`src/rtl/fetch_pkg.sv`:
```
// Shared definitions for the instruction-fetch stage and its control-side users.
package fetch_pkg;

  localparam logic [1:0] PCSRC_NEXT   = 2'd0;
  localparam logic [1:0] PCSRC_BRANCH = 2'd1;
  localparam logic [1:0] PCSRC_JUMP   = 2'd2;
  localparam logic [1:0] PCSRC_STALL  = 2'd3;

  localparam logic [31:0] NOP_INSTR = 32'h00000013;

  typedef enum logic [1:0] {
    StFetch,
    StWait,
    StExec,
    StFault
  } fetch_state_t;

endpackage

```
`src/rtl/fetch_unit_if.sv`:
```
// Instruction-memory req/gnt/rvalid bus between the fetch stage and memory.
interface fetch_unit_if #(
  parameter int unsigned DATA_WIDTH = 32
);
  logic                  req;
  logic [DATA_WIDTH-1:0] addr;
  logic                  gnt;
  logic                  rvalid;
  logic [DATA_WIDTH-1:0] rdata;

  modport master (output req, output addr, input gnt, input rvalid, input rdata);
  modport slave  (input req, input addr, output gnt, output rvalid, output rdata);
endinterface

```
`src/rtl/next_pc_sel.sv`:
```
// Next-PC selection from the control PCSrc code, with target alignment check.
module next_pc_sel
  import fetch_pkg::*;
#(
  parameter int unsigned DATA_WIDTH = 32
) (
  input  logic [DATA_WIDTH-1:0] pc,
  input  logic [1:0]            pc_src,
  input  logic [DATA_WIDTH-1:0] imm_ext,
  input  logic [DATA_WIDTH-1:0] alu_result,
  output logic [DATA_WIDTH-1:0] next_pc,
  output logic                  hold,
  output logic                  misaligned
);

  always_comb begin
    next_pc    = pc + DATA_WIDTH'(4);
    hold       = 1'b0;
    misaligned = 1'b0;
    unique case (pc_src)
      PCSRC_NEXT: begin
        next_pc = pc + DATA_WIDTH'(4);
      end
      PCSRC_BRANCH: begin
        next_pc    = pc + imm_ext;
        misaligned = (next_pc[1:0] != 2'b00);
      end
      PCSRC_JUMP: begin
        // jalr clears bit 0 before the alignment test
        next_pc    = {alu_result[DATA_WIDTH-1:1], 1'b0};
        misaligned = next_pc[1];
      end
      PCSRC_STALL: begin
        next_pc = pc;
        hold    = 1'b1;
      end
      default: begin
        next_pc = pc;
      end
    endcase
  end

endmodule

```
`src/rtl/fetch_unit.sv`:
```
// Fetch stage: owns the PC, runs FETCH/WAIT/EXEC/FAULT over the imem bus and
// presents one instruction per fetch to decode.
module fetch_unit
  import fetch_pkg::*;
#(
  parameter int unsigned          DATA_WIDTH = 32,
  parameter logic [DATA_WIDTH-1:0] RESET_PC  = 32'hBFC00000
) (
  input  logic                  clk,
  input  logic                  rst_n,
  fetch_unit_if.master          imem,
  input  logic [1:0]            PCSrc,
  input  logic [DATA_WIDTH-1:0] ImmExt,
  input  logic [DATA_WIDTH-1:0] ALUResult,
  output logic [DATA_WIDTH-1:0] instr,
  output logic                  instr_valid,
  output logic [DATA_WIDTH-1:0] pc,
  output logic [DATA_WIDTH-1:0] pc_plus4,
  output logic                  fault
);

  fetch_state_t          state_q;
  logic [DATA_WIDTH-1:0] pc_q;
  logic [DATA_WIDTH-1:0] instr_q;
  logic                  fault_q;

  logic [DATA_WIDTH-1:0] next_pc;
  logic                  hold;
  logic                  misaligned;

  next_pc_sel #(
    .DATA_WIDTH(DATA_WIDTH)
  ) u_next_pc_sel (
    .pc        (pc_q),
    .pc_src    (PCSrc),
    .imm_ext   (ImmExt),
    .alu_result(ALUResult),
    .next_pc   (next_pc),
    .hold      (hold),
    .misaligned(misaligned)
  );

  always_ff @(posedge clk) begin
    if (!rst_n) begin
      state_q <= StFetch;
      pc_q    <= RESET_PC;
      instr_q <= DATA_WIDTH'(NOP_INSTR);
      fault_q <= 1'b0;
    end else begin
      case (state_q)
        StFetch: begin
          if (imem.gnt) state_q <= StWait;
        end
        StWait: begin
          if (imem.rvalid) begin
            instr_q <= imem.rdata;
            state_q <= StExec;
          end
        end
        StExec: begin
          if (hold) begin
            state_q <= StExec;
          end else if (misaligned) begin
            // keep the PC of the offending instruction for debug
            state_q <= StFault;
            fault_q <= 1'b1;
          end else begin
            pc_q    <= next_pc;
            state_q <= StFetch;
          end
        end
        StFault: begin
          state_q <= StFault;
        end
        default: begin
          state_q <= StFault;
        end
      endcase
    end
  end

  // Outputs depend only on registered state, never on imem inputs.
  assign imem.req    = (state_q == StFetch);
  assign imem.addr   = pc_q;
  assign instr_valid = (state_q == StExec);
  assign instr       = instr_q;
  assign pc          = pc_q;
  assign pc_plus4    = pc_q + DATA_WIDTH'(4);
  assign fault       = fault_q;

endmodule

```
`src/flat_wrapper.sv`:
```
// flat-port wrapper written by rule: the top's interface ports become plain ports
module fetch_unit_flat import fetch_pkg::*;
#(
  parameter int unsigned          DATA_WIDTH = 32,
  parameter logic [DATA_WIDTH-1:0] RESET_PC  = 32'hBFC00000
)
  (clk, rst_n, PCSrc, ImmExt, ALUResult, instr, instr_valid, pc, pc_plus4, fault, imem_req, imem_addr, imem_gnt, imem_rvalid, imem_rdata);
  fetch_unit_if #(.DATA_WIDTH(DATA_WIDTH)) imem_i ();
  input  logic clk;
  input  logic rst_n;
  input  logic [1:0] PCSrc;
  input  logic [DATA_WIDTH-1:0] ImmExt;
  input  logic [DATA_WIDTH-1:0] ALUResult;
  output logic [DATA_WIDTH-1:0] instr;
  output logic instr_valid;
  output logic [DATA_WIDTH-1:0] pc;
  output logic [DATA_WIDTH-1:0] pc_plus4;
  output logic fault;
  output wire logic [$bits(imem_i.req)-1:0] imem_req;
  output wire logic [$bits(imem_i.addr)-1:0] imem_addr;
  input wire logic [$bits(imem_i.gnt)-1:0] imem_gnt;
  input wire logic [$bits(imem_i.rvalid)-1:0] imem_rvalid;
  input wire logic [$bits(imem_i.rdata)-1:0] imem_rdata;
  assign imem_req = imem_i.req;
  assign imem_addr = imem_i.addr;
  assign imem_i.gnt = imem_gnt;
  assign imem_i.rvalid = imem_rvalid;
  assign imem_i.rdata = imem_rdata;
  fetch_unit #(.DATA_WIDTH(DATA_WIDTH), .RESET_PC(RESET_PC)) u_core (.clk(clk), .rst_n(rst_n), .imem(imem_i), .PCSrc(PCSrc), .ImmExt(ImmExt), .ALUResult(ALUResult), .instr(instr), .instr_valid(instr_valid), .pc(pc), .pc_plus4(pc_plus4), .fault(fault));
endmodule
```
`config.mk`:
```
export PLATFORM = sky130hd
export DESIGN_NAME = fetch_unit_flat
export DESIGN_NICKNAME = d
export VERILOG_FILES = /design/src/rtl/fetch_pkg.sv /design/src/rtl/fetch_unit_if.sv /design/src/rtl/next_pc_sel.sv /design/src/rtl/fetch_unit.sv /design/src/flat_wrapper.sv
export SDC_FILE = /design/constraint.sdc
export NUM_CORES = 1
export LEC_CHECK = 0
export ABC_AREA = 1
export CAP_MARGIN = 20
export CORE_MARGIN = 5
export CORE_UTILIZATION = 49
export DETAILED_ROUTE_END_ITERATION = 12
export GPL_ROUTABILITY_DRIVEN = 0
export PLACE_DENSITY = 0.88
export RECOVER_POWER = 50
export SLEW_MARGIN = 0
export SYNTH_ARGS = -nofsm -noshare
export SYNTH_HDL_FRONTEND = slang
export SYNTH_SLANG_ARGS = --single-unit
```
`constraint.sdc`:
```
create_clock -name clk -period 4.05 [get_ports clk]
set_clock_uncertainty 0.1 [all_clocks]
set_input_delay 0.405 -clock clk [delete_from_list [all_inputs] [get_ports clk]]
set_output_delay 0.405 -clock clk [all_outputs]
set_load 0.005 [all_outputs]
```
== Word-level counts from Yosys, hierarchy flattened ==
Index checks and enable logic that the tools add are counted.

* Bits of input ports: 102
* Word-level logic and storage cells: 32
* Register bits: 67
* Output and inout bits: 131

* $add $sub $neg: 2
* Mux-type cells: 8
* Reduce and logical (&&, ||, !) cells: 7
* Eq/ne operators: 8
* Bitwise operators: 3

{| class="wikitable"
|+ Operators by type and width
! cell !! number
|-
| 32-bit case mux with 3 select lines || 1
|-
| 32-bit by 3-bit adder with 32-bit output (second input constant) || 1
|-
| 32-bit adder || 1
|-
| 2-bit equality test (second input constant) || 4
|-
| 2-bit 2-to-1 mux || 4
|-
| 2-bit case mux with 4 select lines || 1
|-
| 2-bit by 1-bit equality test with 1-bit output (second input constant) || 2
|-
| 2-bit logical NOT || 2
|-
| 2-bit AND reduction || 2
|-
| 4-bit AND reduction || 1
|-
| 1-bit inverter || 3
|-
| 3-bit AND reduction || 1
|-
| 2-bit by 1-bit != test with 1-bit output (second input constant) || 1
|-
| 2-bit != test (second input constant) || 1
|-
| 1-bit case mux with 2 select lines || 1
|-
| 2-bit nonzero test || 1
|-
| 1-bit 2-to-1 mux || 1
|}

== Longest topological paths before layout ==
Gate-level depths: netlist of the first run.

* Depth in word-level cells: 6
* Depth in mapped cells: 16
* Mapped depth without buffers: 16

== Modules after synthesis ==
From an unflattened synthesis of the first run, not the netlist that was laid out.

* Cells, all modules: 1269
* Area, all modules: 7324.5 um2

{| class="wikitable"
|+ By module, submodules not included
! module !! sequential area each (um2) !! area an instance (um2) !! instances !! cells an instance
|-
| next_pc_sel || 0.0 || 3817.4 || 1 || 754
|-
| fetch_unit || 1341.3 || 3507.1 || 1 || 515
|}

== Least setup slack after synthesis of the first run ==
Ideal clock, no wire load.

* Kind: input-to-reg
* Start: in ImmExt[0]
* End: reg u_core.pc_q[11], in the netlist u_core.imem.addr[11]
* Required time: 3833 ps
* Library setup time: 117 ps
* Cell stages on the path: 12
* Slack: 1736 ps
* Arrival time: 2097 ps
* Buffers on the path: 2
* Cell sequence: ha_1 -> fa_1 -> o21ai_0 -> nand2_1 -> nand2_1 -> inv_1 -> nor2_1 -> buf_2 -> clkbuf_1 -> nand2_1 -> a21oi_1 -> nor2_1

* Cells in the longest elaborated chain, start to end: 5
* Elaborated cells between the ends (all ways): 6
* Those cells by class: 1 x add/sub; 2 x mux; 1 x bitwise; 2 x reduce/logical

{| class="wikitable"
|+ Ends and longest elaborated chain
! element !! RTL line !! text
|-
| start, declared || flat_wrapper.sv:12 || <nowiki>input logic [DATA_WIDTH-1:0] ImmExt;</nowiki>
|-
| 32-bit adder (*) || next_pc_sel.sv:25 || <nowiki>next_pc = pc + imm_ext;</nowiki>
|-
| 2-bit nonzero test || next_pc_sel.sv:26 || <nowiki>misaligned = (next_pc[1:0] != 2'b00);</nowiki>
|-
| 1-bit case mux with 2 select lines || next_pc_sel.sv:20 || <nowiki>unique case (pc_src)</nowiki>
|-
| 1-bit inverter (no source line) || n/a ||
|-
| 4-bit AND reduction (no source line) || n/a ||
|-
| end signal, assigned || fetch_unit.sv:68 || <nowiki>pc_q <= next_pc;</nowiki>
|-
| end, declared || fetch_unit.sv:23 || <nowiki>logic [DATA_WIDTH-1:0] pc_q;</nowiki>
|}

Mark *: on every way between the ends. The rest lies on a longest branch, timed or not.
A chain may end at the register's enable or synchronous reset.

== Worst setup path in the final report of the first run ==
* Start: reg u_core.pc_q[9], in the netlist u_core.imem.addr[9]
* End: out pc_plus4[14]

* Cells in the longest elaborated chain, start to end: 1

{| class="wikitable"
|+ Ends and longest elaborated chain
! element !! RTL line !! text
|-
| 32-bit by 3-bit adder with 32-bit output || fetch_unit.sv:88 || <nowiki>assign pc_plus4 = pc_q + DATA_WIDTH'(4);</nowiki>
|-
| end, declared || flat_wrapper.sv:17 || <nowiki>output logic [DATA_WIDTH-1:0] pc_plus4;</nowiki>
|}

No other way between the ends.

==> impl_metrics.py, run 1 <==
metrics = {
    "status": {
        "outcome": "completed",
    },
    "finish": {
        "nets": 1338,
        "final_area_mm2": 0.008584,
        "fillCellCount": 1022,
        "syn_to_final_growth_pct": 42.43,
        "drive_above_1_share_pct": 4.066,
        "antennaDiodeCount": 0,
    },
    "worst_setup_path": {
        "worst-path-max-fanout": 7,
        "startpoint_type": "register",
        "crit_arrival_ns": 2.77,
        "critical_path_class": "reg -> out",
        "r2r_cells": 14,
        "crit_path_end_kind": "output port",
        "critPathRequiredTime_ns": 3.54,
    },
    "yosys": {
        "ys_warn_count": 0,
        "muxShareOfSynthArea_pct": 0,
        "syn_nets": 1152,
        "synth_fa_ha_area_share_pct": 7.598,
        "synth_most_common_cell": "nand2_1",
        "ys_types": 40,
        "synth-simple-area-share_pct": 38.49,
        "netlist_area_mm2": 0.006027,
        "synth_area_leaders": "dfxtp_1 22%, nand2_1 21%, a21oi_1 9.5%",
        "ys_ff_latch": 67,
        "syn_avg_cell_area_um2": 5.944,
        "synth_edf_count": 0,
        "yosysSeqAreaShare_pct": 22.25,
        "synth_common_cells": "344 x nand2_1, 115 x a21oi_1, 95 x inv_1, 72 x nor2_1, 67 x dfxtp_1",
        "syn_inst": 1014,
        "synth_top_family_by_area": "simple AND/OR/NAND/NOR gates",
        "yosysTopAreaCell": "dfxtp_1",
        "yosys.area.top_type_share_pct": 22.25,
        "synth-xor-area-share_pct": 3.176,
        "synth_compound_area_share_pct": 16.21,
        "synth_async_sr_flop_share_pct": 0,
        "synth_ff_type": "dfxtp_1",
    },
    "sta": {
        "layout_min_cycle_time_ns": 3.278,
        "finalCritPeriodShare_pct": 80.95,
        "final-hold-violation-count": 0,
        "tightest_slew_ns": 0.9997,
        "rsz0062_at_grt": "false",
        "finalMaxSlewViolations": 0,
        "setup_tns_ns": 0,
        "setup_viol": 0,
        "fmax_mhz": 305.0,
        "max_slew_margin_pct": 33.28,
    },
    "min_path": {
        "holdPathStages": 2,
        "min_path_type": "reg -> reg",
    },
    "global_routing": {
        "antenna_found_initial": 0,
        "grt_max_degree": 39,
        "groute.usage.overall_pct": 28.95,
        "grt_pass1_wl_mm": 34.25,
        "grt_pass1_vias": 6935,
        "overflow": 0,
    },
    "drt": {
        "drc": 0,
        "drtPass1Iterations": 6,
        "finalWirelength_mm": 21.68,
        "drtIter0Drc": 655,
        "wl_per_cell_um": 16.03,
        "vias": 7369,
        "ant_nets": 0,
        "post_drt_via_cell_ratio": 5.450,
    },
    "clocking": {
        "cts_buffer_depth": 2,
        "cts-root-buf": "clkbuf_16",
        "worstSkewPairLatency_ns": 0.32,
        "cts_buffers": 9,
        "cts_resized": 0,
        "post_cts_buffers": 0,
        "cts_tree": "yes",
        "cts.sinks": 67,
        "htree_levels": 3,
        "hold_buffers": 0,
        "clk_pin_slew_worst_paths_ns": 0.05,
    },
    "placed_design": {
        "dp_hpwl_mm": 16.84,
        "portBuffers": 231,
        "place_area_mm2": 0.008222,
    },
    "die": {
        "ios": 233,
        "die_h_um": 120.9,
        "die_x_um": 120.9,
        "dieArea_mm2": 0.01462,
        "core_area_mm2": 0.01201,
        "initial_utilization_pct": 50.18,
        "placementRows": 40,
    },
    "pwr": {
        "power_density_mw_per_mm2": 280.5,
        "power_leakage_nw": 4.023,
        "power_mw": 2.408,
        "peakVddDrop_v": 0.0002372,
    },
    "run": {
        "drv_cap": 0,
    },
}
## per-layer routing
| layer | GRT usage, % | vias to the layer above | share of wire (%) |
|---|---|---|---|
| li1 | - | 3645 | - |
| met1 | 36.96 | 3250 | 41 |
| met2 | 47.90 | 406 | 46 |
| met3 | 5.408 | 68 | 9.7 |
| met4 | 11.90 | 0 | 4.1 |
| met5 | 0 | - | 0 |
## final cells by class
cell class | instances | area [µm²] | area share (%)
multi-input combinational | 785 | 3949 | 46.00
timing repair buffer | 241 | 2384 | 27.77
sequential | 67 | 1341 | 15.62
inverter | 96 | 360.3 | 4.198
clock buffer | 10 | 229.0 | 2.667
tap | 147 | 183.9 | 2.143
clock inverter | 6 | 137.6 | 1.603
## critical path, cell delays in order (launching register included)
cell,delay [ns]
dfxtp_1,0.30
clkbuf_1,0.34
nand2_1,0.18
inv_1,0.12
nand3_1,0.11
nor2_4,0.22
inv_1,0.07
nor2_2,0.17
xor2_1,0.34
clkdlybuf4s50_1,0.58
## through the flow
stage               std cells  setup slack [ns]  hold WS, ns  util [%]
floorplan                1014             1.736       0.3466         -
CTS                      1352            0.9624       0.3643     71.50
global route             1352            0.6078       0.3795     71.47
global placement         1336             1.145       0.3390     68.45
finish                   1352            0.7715       0.3592     71.47
detailed placement       1336             1.094       0.3549     68.45
## sequential cells by signal, summed over array words and instances (netlist names)
| signal | flops |
|---|---|
| u_core.instr | 32 |
| u_core.fault | 1 |
| u_core.imem.addr | 32 |
| u_core.state_q | 2 |
## where the power goes
part           total (mW)  switching [mW]  internal, mW
clock network       0.959           0.293         0.666
registers           0.750          0.0509         0.699
logic               0.699           0.366         0.333
## final timing paths
check	startpoint	to	slack (ns)
worst min register to register	u_core.instr[30]	u_core.instr[30]	0.36
worst max-delay path	u_core.imem.addr[9]	pc_plus4[14]	0.77
worst min-delay path	u_core.instr[30]	u_core.instr[30]	0.36
worst max register to register	u_core.imem.addr[9]	u_core.imem.addr[24]	1.47
## logic make-up after synthesis
logic type,after synthesis
buf+inv,162
flops,67
xor+xnor,21
fa+ha+maj,36
compound gates,187
simple gates,541
## cells in the final DEF, fill, tap and decap left out, drive strengths merged
master and instances:
nand2 347, clkdlybuf4s50 135, a21oi 116, dlygate4sd3 96, inv 96, nor2 79, dfxtp 67, nand3 62
o21ai 54, ha 35, nand4 17, nor3 13, xor2 11, clkbuf 11, xnor2 10, nand3b 9
buf 9, or2 9, a31oi 6, o21bai 4, bufinv 4, o21a 3, nor4 3, a21o 2
clkinv 2, a32o 1, a211oi 1, nor3b 1, and2 1, fa 1
No activity file was read; power rests on OpenSTA's default activity.
==> run 2: changes to the inputs <==
--- a/config.mk
+++ b/config.mk
@@ -8,10 +8,10 @@
 export ABC_AREA = 1
 export CAP_MARGIN = 20
 export CORE_MARGIN = 5
-export CORE_UTILIZATION = 49
+export CORE_UTILIZATION = 45
 export DETAILED_ROUTE_END_ITERATION = 12
 export GPL_ROUTABILITY_DRIVEN = 0
-export PLACE_DENSITY = 0.88
+export PLACE_DENSITY = 0.82
 export RECOVER_POWER = 50
 export SLEW_MARGIN = 0
 export SYNTH_ARGS = -nofsm -noshare
==> constraint.sdc (replaced) <==
create_clock -name clk -period 3.2 [get_ports clk]
set_clock_uncertainty 0.1 [all_clocks]
set_input_delay 0.32 -clock clk [delete_from_list [all_inputs] [get_ports clk]]
set_output_delay 0.32 -clock clk [all_outputs]
set_load 0.005 [all_outputs]
==> run 2 against run 1 <==
Non-clock buffer count rose by 8. Cell count rose by 2.7%. Clock power fell by 4.2%. Sequential cell count did not move. Sequential power rose by 25%. Sequential share of layout area barely moved. Clock-buffer cell count rose by 2. Critical path type unchanged.
==> impl_metrics.py, run 2 (same netlist as run 1, synthesis figures left out) <==
metrics = {
    "drt": {
        "drc": 0,
        "drtIter0Drc": 677,
        "vias": 7373,
        "post_drt_via_cell_ratio": 5.308,
        "finalWirelength_mm": 21.97,
        "drtPass1Iterations": 5,
        "wl_per_cell_um": 15.81,
        "ant_nets": 0,
    },
    "placed_design": {
        "portBuffers": 231,
        "dp_cells": 1373,
        "dp_hpwl_mm": 17.19,
        "post-place-ws_ns": 0.3868,
        "place_area_mm2": 0.008318,
    },
    "die": {
        "dieArea_mm2": 0.01581,
        "ios": 233,
        "core_area_mm2": 0.01319,
        "die_x_um": 125.7,
        "placementRows": 42,
        "initial_utilization_pct": 45.69,
        "die_h_um": 125.7,
    },
    "finish": {
        "antennaDiodeCount": 0,
        "finalNonFillerCells": 1389,
        "layout_commonest_cell": "nand2_1",
        "nets": 1346,
        "final_area_mm2": 0.008566,
        "mostFrequentLayoutCells": "344 x nand2_1, 154 x clkdlybuf4s50_1, 115 x a21oi_1",
        "final_util_pct": 64.94,
        "drive_above_1_share_pct": 4.040,
        "syn_to_final_growth_pct": 42.12,
    },
    "global_routing": {
        "overflow": 0,
        "antenna_found_initial": 0,
        "grt_pass1_wl_mm": 33.69,
        "grt_pass1_vias": 6618,
        "grt_max_degree": 39,
        "groute.usage.overall_pct": 26.00,
    },
    "worst_setup_path": {
        "cp-startpoint": "u_core.imem.addr[3]",
        "reg2reg_slack_ns": 0.60,
        "path_cells": "ha_1 -> nand3_2 -> nor2_4 -> inv_1 -> nor2_2 -> xor2_1 -> clkdlybuf4s50_1",
        "critPathRequiredTime_ns": 2.78,
        "cp_num_buf_inv": 2,
        "crit_path_end_kind": "output port",
        "max_stage_delay_ns": 0.57,
        "worst-path-max-fanout": 6,
        "r2r_start": "u_core.state_q[0]",
        "startpoint_type": "register",
        "slowest_stage": "clkdlybuf4s50_1",
        "critical_path_class": "reg -> out",
        "crit_arrival_ns": 2.51,
        "path_delay_family": "buffers and inverters",
    },
    "sta": {
        "final-hold-violation-count": 0,
        "max_slew_margin_pct": 7.635,
        "tightest_slew_ns": 1.385,
        "rsz0062_at_grt": "false",
        "fmax_mhz": 341.8,
        "finalMaxSlewViolations": 0,
        "holdWs_ns": 0.3436,
        "setup_viol": 0,
        "setup_tns_ns": 0,
        "finalCritPeriodShare_pct": 91.42,
        "final.setup.worst_slack_ns": 0.2747,
        "layout_min_cycle_time_ns": 2.925,
    },
    "clocking": {
        "cts_resized": 0,
        "worstSkewPairLatency_ns": 0.32,
        "hold_buffers": 0,
        "post_cts_buffers": 0,
        "cts_tree": "yes",
        "cts_buffers": 9,
        "htree_levels": 3,
        "cts-root-buf": "clkbuf_16",
        "cts.sinks": 67,
        "clk_pin_slew_worst_paths_ns": 0.06,
        "cts_buffer_depth": 2,
    },
    "status": {
        "outcome": "completed",
    },
    "pwr": {
        "power_density_mw_per_mm2": 322.4,
        "power_leakage_nw": 3.957,
        "power_mw": 2.762,
        "peakVddDrop_v": 0.0002946,
    },
    "min_path": {
        "worstHoldStart": "u_core.fault",
        "min_path_type": "reg -> reg",
    },
    "run": {
        "drv_cap": 0,
    },
}
## run 2: changes by cell type in the layout (fill, tap and decap cells not counted), sizes merged
cell	before	now
clkbuf	11	21
clkinvlp	0	2
dlygate4sd3	96	77
clkdlybuf4s50	135	154
bufinv	4	0
## run 2: final cells by class
cell class / instances / area [µm²]
clock buffers: 12 / 256.5
clock inverters: 4 / 25.02
fillers: 1257 / 4624
inverters: 96 / 360.3
multi-input cells: 785 / 3949
flip-flops and latches: 67 / 1341
well taps: 176 / 220.2
repair buffers: 249 / 2414
## run 2: tightest hold or removal path: stages, from the launching register on
cell and delay [ns]:
dfxtp_1 0.30, inv_1 0.04, a21oi_1 0.05
## run 2: path summary, 6_finish.rpt
kind,endpoint,cells past startpoint
setup / recovery,pc_plus4[14],7
hold / removal,u_core.fault,2
setup reg to reg,u_core.instr[8],7
hold reg to reg,u_core.fault,2
## run 2: power by group
part,leakage [nW],switching (mW),internal (mW)
combinational,3.28,0.474,0.428
sequential,0.544,0.0555,0.885
clock,0.135,0.355,0.564
## run 2: routing by layer
metal / vias up / part of all wire, % / global-route usage [%]
li1: 3668 / - / -
met2: 389 / 46 / 43.01
met1: 3261 / 41 / 33.39
met4: 0 / 3.7 / 9.716
met3: 55 / 9.4 / 5.546
met5: - / 0 / 0
==> run 3: changes to the inputs <==
--- a/config.mk
+++ b/config.mk
@@ -7,6 +7,7 @@
 export LEC_CHECK = 0
 export ABC_AREA = 1
 export CAP_MARGIN = 20
+export CORE_ASPECT_RATIO = 1.75
 export CORE_MARGIN = 5
 export CORE_UTILIZATION = 45
 export DETAILED_ROUTE_END_ITERATION = 12
==> run 3 against run 2 <==
Die area up 0.58%. Largest power group is now the clock network. Critical path depth up 2. Clock-buffer cell count down 3. Global-route usage up 0.77 points. Sequential power down 0.6%.
==> impl_metrics.py, run 3 (same netlist as run 1, synthesis figures left out) <==
metrics = {
    "status": {
        "outcome": "completed",
    },
    "sta": {
        "setup_tns_ns": 0,
        "rsz0062_at_grt": "false",
        "max_slew_margin_pct": 40.08,
        "finalMaxSlewViolations": 0,
        "fmax_mhz": 336.1,
        "tightest_slew_ns": 0.8978,
        "finalCritPeriodShare_pct": 92.98,
        "layout_min_cycle_time_ns": 2.975,
        "setup_viol": 0,
        "final-hold-violation-count": 0,
    },
    "worst_setup_path": {
        "worst-path-max-fanout": 8,
        "cp_num_buf_inv": 2,
        "crit_top_cell": "nor2_4",
        "crit_path_end_kind": "output port",
        "slowest_stage": "clkdlybuf4s50_1",
        "critical_path_class": "reg -> out",
        "critPathRequiredTime_ns": 2.78,
        "path_cells": "nand2_2 -> nor2_4 -> nand3_4 -> nor2_4 -> nand3_1 -> inv_1 -> nand2_1 -> xor2_1 -> clkdlybuf4s50_1",
        "path_delay_family": "simple AND/OR/NAND/NOR gates",
        "startpoint_type": "register",
        "crit_arrival_ns": 2.56,
        "max_stage_delay_ns": 0.56,
    },
    "clocking": {
        "cts_buffer_depth": 2,
        "post_cts_buffers": 0,
        "cts-root-buf": "clkbuf_16",
        "cts_resized": 0,
        "clk_pin_slew_worst_paths_ns": 0.06,
        "cts.sinks": 67,
        "cts_buffers": 9,
        "hold_buffers": 0,
        "worstSkewPairLatency_ns": 0.34,
        "cts_tree": "yes",
        "htree_levels": 3,
    },
    "min_path": {
        "min_path_type": "reg -> reg",
    },
    "pwr": {
        "power_density_mw_per_mm2": 338.3,
        "power_leakage_nw": 3.988,
        "peakVddDrop_v": 0.0005377,
        "power_mw": 2.917,
    },
    "drt": {
        "finalWirelength_mm": 22.38,
        "ant_nets": 0,
        "vias": 7435,
        "drc": 0,
        "drtIter0Drc": 502,
        "post_drt_via_cell_ratio": 5.349,
        "wl_per_cell_um": 16.10,
        "drtPass1Iterations": 6,
    },
    "die": {
        "core_area_mm2": 0.01331,
        "ios": 233,
        "die_x_um": 97.49,
        "placementRows": 56,
        "die_h_um": 163.1,
        "dieArea_mm2": 0.01590,
        "initial_utilization_pct": 45.27,
    },
    "global_routing": {
        "overflow": 0,
        "antenna_found_initial": 0,
        "grt_pass1_wl_mm": 34.41,
        "grt_max_degree": 39,
        "grt_pass1_vias": 7133,
        "groute.usage.overall_pct": 26.77,
    },
    "placed_design": {
        "dp_hpwl_mm": 18.07,
        "portBuffers": 231,
    },
    "finish": {
        "nets": 1349,
        "syn_to_final_growth_pct": 43.08,
        "drive_above_1_share_pct": 4.194,
        "mostFrequentLayoutCells": "344 x nand2_1, 146 x clkdlybuf4s50_1, 115 x a21oi_1",
        "fillCellCount": 1248,
        "layout_commonest_cell": "nand2_1",
        "antennaDiodeCount": 0,
    },
    "run": {
        "drv_cap": 0,
    },
}
[run 3: worst register-to-register path: cells and delay by family (launching register included)]
kind,cells,cell delay (ns)
adder cells (fa/ha/maj),1,0.36
flip-flops,1,0.32
buffers and inverters,1,0.31
AO/OA/AOI/OAI,1,0.29
AND/OR/NAND/NOR,11,1.12
[run 3: power by group]
group | switching, mW | leakage, nW | internal [mW]
Clock | 0.387 | 0.152 | 0.687
Sequential | 0.0495 | 0.544 | 0.885
Combinational | 0.481 | 3.29 | 0.428
Total | 0.918 | 3.99 | 2.00
[run 3: area by class of cell]
cell class | instances | area, µm² | area share (%)
clock inverters | 7 | 101.3 | 1.175
inverters | 96 | 360.3 | 4.179
well taps | 174 | 217.7 | 2.525
multi-input cells | 785 | 3949 | 45.79
flip-flops and latches | 67 | 1341 | 15.55
clock buffers | 9 | 225.2 | 2.612
repair buffers | 252 | 2429 | 28.16
[run 3: layer usage]
| metal | global-route usage (%) | part of all wire, % | up-vias |
|---|---|---|---|
| li1 | - | - | 3679 |
| met1 | 26.87 | 35 | 3337 |
| met2 | 50.34 | 52 | 328 |
| met3 | 5.855 | 7.4 | 91 |
| met4 | 15.06 | 5.7 | 0 |
| met5 | 0 | 0 | - |
[run 3: per-stage QoR]
step	instance area [µm²]	worst slack, ns	hold WS [ns]	cells	utilization, %
6_report	8623	0.2245	0.3458	1390	64.77
5_1_grt	8623	0.09179	0.3733	1390	64.77
4_1_cts	8665	0.2207	0.3562	1390	65.08
3_5_place_dp	8338	0.3864	0.3467	1374	62.63
3_3_place_gp	8338	0.4021	0.3399	1374	62.63
2_1_floorplan	6027	0.9211	0.3332	1014	-
[run 3: final timing paths]
kind / from / end / slack (ns) / depth (start not counted)
worst max-delay path: u_core.imem.addr[4] / pc_plus4[29] / 0.22 / 9
worst min-delay path: u_core.fault / u_core.fault / 0.35 / 2
worst max register to register: u_core.imem.addr[9] / u_core.imem.addr[24] / 0.61 / 14
worst min register to register: u_core.fault / u_core.fault / 0.35 / 2
